--- src/rtl/mem_seq.sv ---
// mem_seq: byte-serial load/store sequencer between the MEM stage and the
// 8-bit memory/HCI port. One request (byte/half/word) is split into one bus
// cycle per byte; loads wait READ_LAT cycles for the last byte and are then
// sign/zero extended.
// Optional feature: define MEM_MISALIGN_TRAP_EN to trap misaligned half/word
// accesses (no bus cycles, fault_o pulses with done_o).
module mem_seq #(
  parameter int ADDR_W   = 32,
  parameter int READ_LAT = 2
) (
  input  logic              clk,
  input  logic              rst,
  input  logic              req_i,
  input  logic              we_i,
  input  logic [1:0]        sel_i,
  input  logic              sign_i,
  input  logic [ADDR_W-1:0] addr_i,
  input  logic [31:0]       wdata_i,
  output logic [31:0]       rdata_o,
  output logic              done_o,
  output logic              stall_o,
  output logic              busy_o,
  output logic [ADDR_W-1:0] mem_addr_o,
  output logic              mem_wr_o,
  output logic [7:0]        mem_dout_o,
  input  logic [7:0]        mem_din_i,
  output logic              fault_o
);

  localparam int DW = (READ_LAT > 1) ? $clog2(READ_LAT) : 1;

  typedef enum logic [1:0] {S_IDLE, S_ISSUE, S_DRAIN, S_DONE} state_t;

  state_t            state_q, state_d;
  logic              we_q, sign_q;
  logic [1:0]        sel_q, k_q, last_k;
  logic [ADDR_W-1:0] addr_q;
  logic [3:0][7:0]   wdata_q, lanes_q, lanes_d;
  logic [DW-1:0]     drain_q;
  logic [31:0]       rdata_q;
  logic              misalign;
  // Read-return tracking: one stage per cycle of memory latency.
  logic [READ_LAT-1:0] pv_q;
  logic [1:0]          pk_q [READ_LAT];

`ifdef MEM_MISALIGN_TRAP_EN
  logic fault_q;
  assign misalign = (sel_i == 2'b01 && addr_i[0]) ||
                    (sel_i == 2'b10 && addr_i[1:0] != 2'b00);
  assign fault_o  = done_o & fault_q;

  // Remember whether the accepted request was trapped as misaligned.
  always_ff @(posedge clk or negedge rst) begin
    if (!rst) fault_q <= 1'b0;
    else if (state_q == S_IDLE && req_i) fault_q <= misalign;
  end
`else
  assign misalign = 1'b0;
  assign fault_o  = 1'b0;
`endif

  // Sign/zero extension of the assembled load lanes.
  function automatic logic [31:0] extend(logic [3:0][7:0] l, logic [1:0] sel,
                                         logic sgn);
    case (sel)
      2'b00:   extend = {{24{sgn & l[0][7]}}, l[0]};
      2'b01:   extend = {{16{sgn & l[1][7]}}, l[1], l[0]};
      default: extend = l;
    endcase
  endfunction

  assign last_k  = (sel_q == 2'b00) ? 2'd0 : (sel_q == 2'b01) ? 2'd1 : 2'd3;
  assign rdata_o = rdata_q;
  assign stall_o = req_i & ~done_o;

  // Byte returned this cycle merged into the lanes it belongs to.
  always_comb begin
    lanes_d = lanes_q;
    if (pv_q[READ_LAT-1]) lanes_d[pk_q[READ_LAT-1]] = mem_din_i;
  end

  // FSM state register.
  always_ff @(posedge clk or negedge rst) begin
    if (!rst) state_q <= S_IDLE;
    else      state_q <= state_d;
  end

  // Next-state and bus outputs; bus is forced to zero outside ISSUE.
  always_comb begin
    // NOTE: every output gets a default first so no path can infer a latch.
    state_d    = state_q;
    mem_addr_o = '0;
    mem_wr_o   = 1'b0;
    mem_dout_o = 8'h00;
    busy_o     = (state_q != S_IDLE);
    done_o     = (state_q == S_DONE);
    case (state_q)
      S_IDLE:  if (req_i) state_d = (sel_i == 2'b11 || misalign) ? S_DONE : S_ISSUE;
      S_ISSUE: begin
        mem_addr_o = addr_q + ADDR_W'(k_q);
        mem_wr_o   = we_q;
        mem_dout_o = we_q ? wdata_q[k_q] : 8'h00;
        if (k_q == last_k) state_d = we_q ? S_DONE : S_DRAIN;
      end
      S_DRAIN: if (drain_q == DW'(READ_LAT - 1)) state_d = S_DONE;
      S_DONE:  state_d = S_IDLE;
      default: state_d = S_IDLE;
    endcase
  end

  // Request latching, byte counters, read-return pipeline and load result.
  always_ff @(posedge clk or negedge rst) begin
    if (!rst) begin
      we_q    <= 1'b0;
      sign_q  <= 1'b0;
      sel_q   <= 2'b00;
      addr_q  <= '0;
      wdata_q <= '0;
      k_q     <= 2'd0;
      drain_q <= '0;
      lanes_q <= '0;
      rdata_q <= 32'h0;
      pv_q    <= '0;
      // NOTE: the tracking array is tiny and must be clean after an aborted
      // access, so it is reset like ordinary flops rather than left as RAM.
      for (int i = 0; i < READ_LAT; i++) pk_q[i] <= 2'd0;
    end else begin
      // NOTE: non-blocking throughout so the shift stages read old values.
      pv_q[0] <= (state_q == S_ISSUE) && !we_q;
      pk_q[0] <= k_q;
      for (int i = 1; i < READ_LAT; i++) begin
        pv_q[i] <= pv_q[i-1];
        pk_q[i] <= pk_q[i-1];
      end
      lanes_q <= lanes_d;
      case (state_q)
        S_IDLE: if (req_i) begin
          we_q    <= we_i;
          sign_q  <= sign_i;
          sel_q   <= sel_i;
          addr_q  <= addr_i;
          wdata_q <= wdata_i;
          k_q     <= 2'd0;
          drain_q <= '0;
          lanes_q <= '0;
          if (sel_i == 2'b11 && !we_i) rdata_q <= 32'h0;
        end
        S_ISSUE: k_q <= k_q + 2'd1;
        S_DRAIN: begin
          drain_q <= drain_q + DW'(1);
          if (state_d == S_DONE) rdata_q <= extend(lanes_d, sel_q, sign_q);
        end
        default: ;
      endcase
    end
  end

endmodule

--- config.mk ---
export PLATFORM = sky130hd
export DESIGN_NAME = mem_seq
export DESIGN_NICKNAME = d
export VERILOG_FILES = /design/src/rtl/mem_seq.sv
export SDC_FILE = /design/constraint.sdc
export NUM_CORES = 1
export LEC_CHECK = 0
export CORE_MARGIN = 1.5
export CORE_UTILIZATION = 31
export DETAILED_ROUTE_END_ITERATION = 7
export GPL_TIMING_DRIVEN = 0
export PLACE_DENSITY = 0.66
export SLEW_MARGIN = 20
export SYNTH_ARGS = -nofsm -noshare
export SYNTH_HDL_FRONTEND = slang
export SYNTH_SLANG_ARGS = --single-unit
--- constraint.sdc ---
create_clock -name clk -period 5.2 [get_ports clk]
set_input_delay 1.56 -clock clk [delete_from_list [all_inputs] [get_ports clk]]
set_output_delay 1.56 -clock clk [all_outputs]
set_load 0.02 [all_outputs]
* Yosys cells after proc, flatten, opt, wreduce, memory -nomap -nowiden
Cells that the tools add are included.
Word-level totals: flip-flop bits (word level) 143, bits in latches 0, bits in writable memories 0, bits in read-only memories 0, input bits 79, word-level logic and storage cells 82, memories 0
Cells by class: add/subtract/negate cells 3, $mul 0, divide/modulo/power cells 0, $lt $le $gt $ge 3, eq/ne operators 10, shifts and indexed selects 0, multiplexer cells 29, bitwise gates (word level) 4, reductions and logical operators 14
Operators with widths (count):
- 2-to-1 mux 32 bit | 7
- one-hot mux 32 bit (2 select lines) | 2
- adder 32 x 2 -> 32 bit | 1
- bitwise mux 32 bit | 1
- 2-to-1 mux 8 bit | 4
- binary-select mux 8 bit (select 2 bit) | 1
- demux 8 bit (select 2 bit) | 1
- 2-to-1 mux 2 bit | 7
- equality test 2 bit (second input constant) | 4
- one-hot mux 2 bit (4 select lines) | 1
- < comparator 2 x 3 -> 1 bit (second input constant) | 2
- != test 2 bit (second input constant) | 3
- AND reduction 2 bit | 3
- nonzero test 2 bit | 3
- equality test 2 x 1 -> 1 bit (second input constant) | 2
- zero test 2 bit | 2
- one-hot mux 2 bit (2 select lines) | 1
- AND reduction 4 bit | 1
- bitwise AND 1 bit | 3
- logical AND 1 bit | 3
- 2-to-1 mux 1 bit | 3
- adder 2 x 1 -> 2 bit (second input constant) | 1
- equality test 2 bit | 1
- >= comparator 2 x 1 -> 1 bit (second input constant) | 1
- other kinds (4) | 5

* Logic depth before layout (Yosys ltp)
depth in word-level cells 10, depth in mapped cells 8

* Least setup slack after synthesis
No wires, ideal clock.
kind reg-to-output, from reg k_q[0], to out mem_addr_o[24], arrival time 2.146 ns, data required time 3.640 ns, setup slack 1.494 ns, cell stages (with the launch flop) 9, path buffers 2, cells stage by stage dfrtp_1 ha_1 fa_1 and2_1 buf_2 nand4_4 buf_6 or4_1 a21oi_1
Between the ends: word-level cells in the longest chain between the ends 2
Ends and longest elaborated chain:
- start: declaration | RTL line 36 | logic [1:0] sel_q, k_q, last_k;
- start signal: assignment | RTL line 148 | S_ISSUE: k_q <= k_q + 2'd1;
- adder 32 x 2 -> 32 bit | RTL line 100 | mem_addr_o = addr_q + ADDR_W'(k_q);
- 2-to-1 mux 32 bit | RTL line 97 | case (state_q)
- end: declaration | RTL line 23 | output logic [ADDR_W-1:0] mem_addr_o,
Every way passes these cells.

* Final worst setup path
Ends and elaborated chain as after synthesis.

==> results_dict.tcl <==
set metrics [dict create \
    fill_cells 2066 \
    vias 5819 \
    drive_gt1_share_pct 7.24 \
    h-tree-depth 4 \
    gp_congestion 0.820 \
    die_y_um 151 \
    rsz0062_at_grt "false" \
    drc 0 \
    timing.fmax_mhz 203 \
    numPortBuffers 154 \
    place_inst 1155 \
    syn_inst 725 \
    seq_area_frac_synth_pct 52.9 \
    die_area_mm2 0.0227 \
    clk_latency_ps 430 \
    layout_min_cycle_time_ps 4920 \
    dp_slack_ps 732 \
    hold_viol 0 \
    synth.most_common_cell "nand2_1" \
    relSlewSlack_pct 56.6 \
    regArea_mm2 0.00358 \
    tightest_slew_ps 650 \
    p_leak_nw 4.35 \
    wl_per_cell_um 16.6 \
    timing.critical_path.to_type "primary output" \
    stdcell_count 1187 \
    synthArstFlopShare_pct 100 \
    grt_pass1_vias 5813 \
    ios 156 \
    utilization_pct 43.9 \
    multi_input_area_mm2 0.00295 \
    setup_ws_ps 281 \
    powerDensity_mw_per_mm2 559 \
    avgViaCountPerCell 4.90 \
    syn_nets 807 \
    post_cts_buffers 0 \
    start_util_pct 31.9 \
    numClockSinks 143 \
    synth_flop_cell "dfrtp_1" \
    syn_to_final_growth_pct 37.8 \
    critPathKind "flip-flop to primary output" \
    hold_path_class "flip-flop to flip-flop" \
    clockBufferDepth 2 \
    routed_wl_mm 19.7 \
    cts.hold.buffers_added 0 \
    skew_ps 13.5 \
    yosys_warnings 0 \
    cp_max_fo 10 \
    placed_cell_area_mm2 0.00868 \
    rows 53 \
    ys_seq_elements 143 \
    design_area_mm2 0.00932 \
    cts_resized 0 \
    ctsRootBufferMaster "clkbuf_16" \
    ant_nets 0 \
    synth_cell_types 41 \
    synth_edf_count 0 \
    gr-total-overflow 0 \
    synth_top_area_share_pct 52.9 \
    period_share_pct 94.6 \
    syn-cell-area_mm2 0.00677 \
    crit_path_start_kind "flip-flop" \
    crit_arrival_ps 3360 \
    yosysTopAreaCell "dfrtp_1" \
    first_pass_iters 4 \
    antenna_found_initial 0 \
    clkTransAtPathRegs_ps 60 \
    status "finished, final reports clean" \
    synth_area_leaders "dfrtp_1 (53%), nand2_1 (13%), mux2i_1 (5.0%)" \
    grt_max_degree 77 \
    cp_data_required_time_ps 3640 \
    chipWidth_um 151 \
    cap_viol_max_count 0 \
    setup_violations 0 \
    slew_violations 0 \
    grt_usage_pct 18.2 \
    fin_nets 981 \
    grt_pass1_wl_mm 31.3 \
    syn_avg_cell_area_um2 9.33 \
    dpl.hpwl_mm 14.4 \
    ys_top_cells_by_count "nand2_1 (239), dfrtp_1 (143), nor2_1 (49)" \
    numCtsBuffers 17 \
    ir_worst_vdd_uv 248 \
    cts_tree "yes" \
    insertedDiodeCount 0 \
    core_area_mm2 0.0212 \
    drt_iter0_markers 292 \
]
-- layout make-up --
class / instances / share of cell area (%)
Clock buffer: 17 / 4.56
Clock inverter: 15 / 2.29
Buffer: 46 / 2.32
Tap cell: 275 / 3.69
Inverter: 6 / 0.242
Timing Repair Buffer: 155 / 16.9
Multi-Input combinational cell: 530 / 31.6
Sequential cell: 143 / 38.4
-- metal layers --
metal	vias up	track usage, %	part of all wire (%)
met4	0	7.82	2.7
met2	157	28.5	48
met1	2830	24.7	45
li1	2799	-	-
met5	-	0	0
met3	33	3.18	4.0
-- kinds of logic (layout without fill, tap and decap cells) --
family          count (synthesis)  in the layout  synth area share, %
other cells                     1              1               0.0554
mux                            43             43                 7.90
compound gates                101            101                 9.17
buf+inv                        52            239                 3.53
fa+ha+maj                       3              3                0.666
flops                         143            143                 52.9
simple gates                  369            369                 24.1
xor+xnor                       13             13                 1.68
-- critical path, stage by stage, from the launching register on --
cell             delay, ps
dfrtp_1                540
ha_1                   260
fa_1                   210
and2_1                 120
buf_2                  200
nand4_4                140
buf_6                  170
or4_1                  400
a21oi_1                240
clkdlybuf4s50_1        650
-- report_power, final --
| group | internal [mW] | switching, mW |
|---|---|---|
| Clock | 0.782 | 0.536 |
| Sequential | 1.57 | 0.340 |
| Combinational | 0.841 | 1.15 |
| Total | 3.19 | 2.02 |
-- cell usage in the layout, fill, tap and decap left out, drive strengths merged, types with 2 or more instances in the layout --
| cell type | instances |
|---|---|
| nand2b | 4 |
| a21o | 17 |
| clkbuf | 43 |
| clkdlybuf4s50 | 153 |
| o31ai | 11 |
| dfrtp | 143 |
| xor2 | 12 |
| bufinv | 3 |
| and4 | 6 |
| buf | 22 |
| inv | 15 |
| mux2i | 35 |
| nor4 | 2 |
| nor2b | 2 |
| and3 | 11 |
| ha | 2 |
| nand3b | 3 |
| nor2 | 49 |
| and2 | 6 |
| nand3 | 16 |
| clkinv | 2 |
| or4 | 11 |
| o31a | 2 |
| or3 | 5 |
| nor4bb | 2 |
| nand4 | 11 |
| mux4 | 8 |
| a21oi | 17 |
| o21ai | 44 |
| nand2 | 240 |
| a22o | 8 |
-- sequential cells by signal, indices dropped and copies added (netlist names) --
name,cells
addr_q,32
drain_q,1
k_q,2
lanes_q,32
pk_q,4
pv_q,2
rdata_o,32
sel_q,2
sign_q,1
state_q,2
wdata_q,32
we_q,1
-- metrics by stage --
stage          hold WS (ps)  setup TNS [ps]  total power, mW
3_5_place_dp            350               0             3.93
3_3_place_gp            334         -475930             3.87
2_1_floorplan           331               0             3.08
5_1_grt                 379               0             5.58
6_report                368               0             5.21
4_1_cts                 370               0             5.26
-- final timing paths --
kind	end	start	slack, ps	cells past startpoint
min in group asynchronous	addr_q[21]$_DFFE_PN0P_	rst	1070	1
max	mem_addr_o[24]	k_q[0]$_DFFE_PN0P_	280	9
max in group asynchronous	pk_q[0]$_DFF_PN0_	rst	3350	2
min	pk_q[0]$_DFF_PN0_	pk_q[2]$_DFF_PN0_	370	0
max reg2reg	lanes_q[14]$_DFF_PN0_	state_q[1]$_DFF_PN0_	3060	6
min reg2reg	pk_q[0]$_DFF_PN0_	pk_q[2]$_DFF_PN0_	370	0
(Power assumes the default switching activity.)
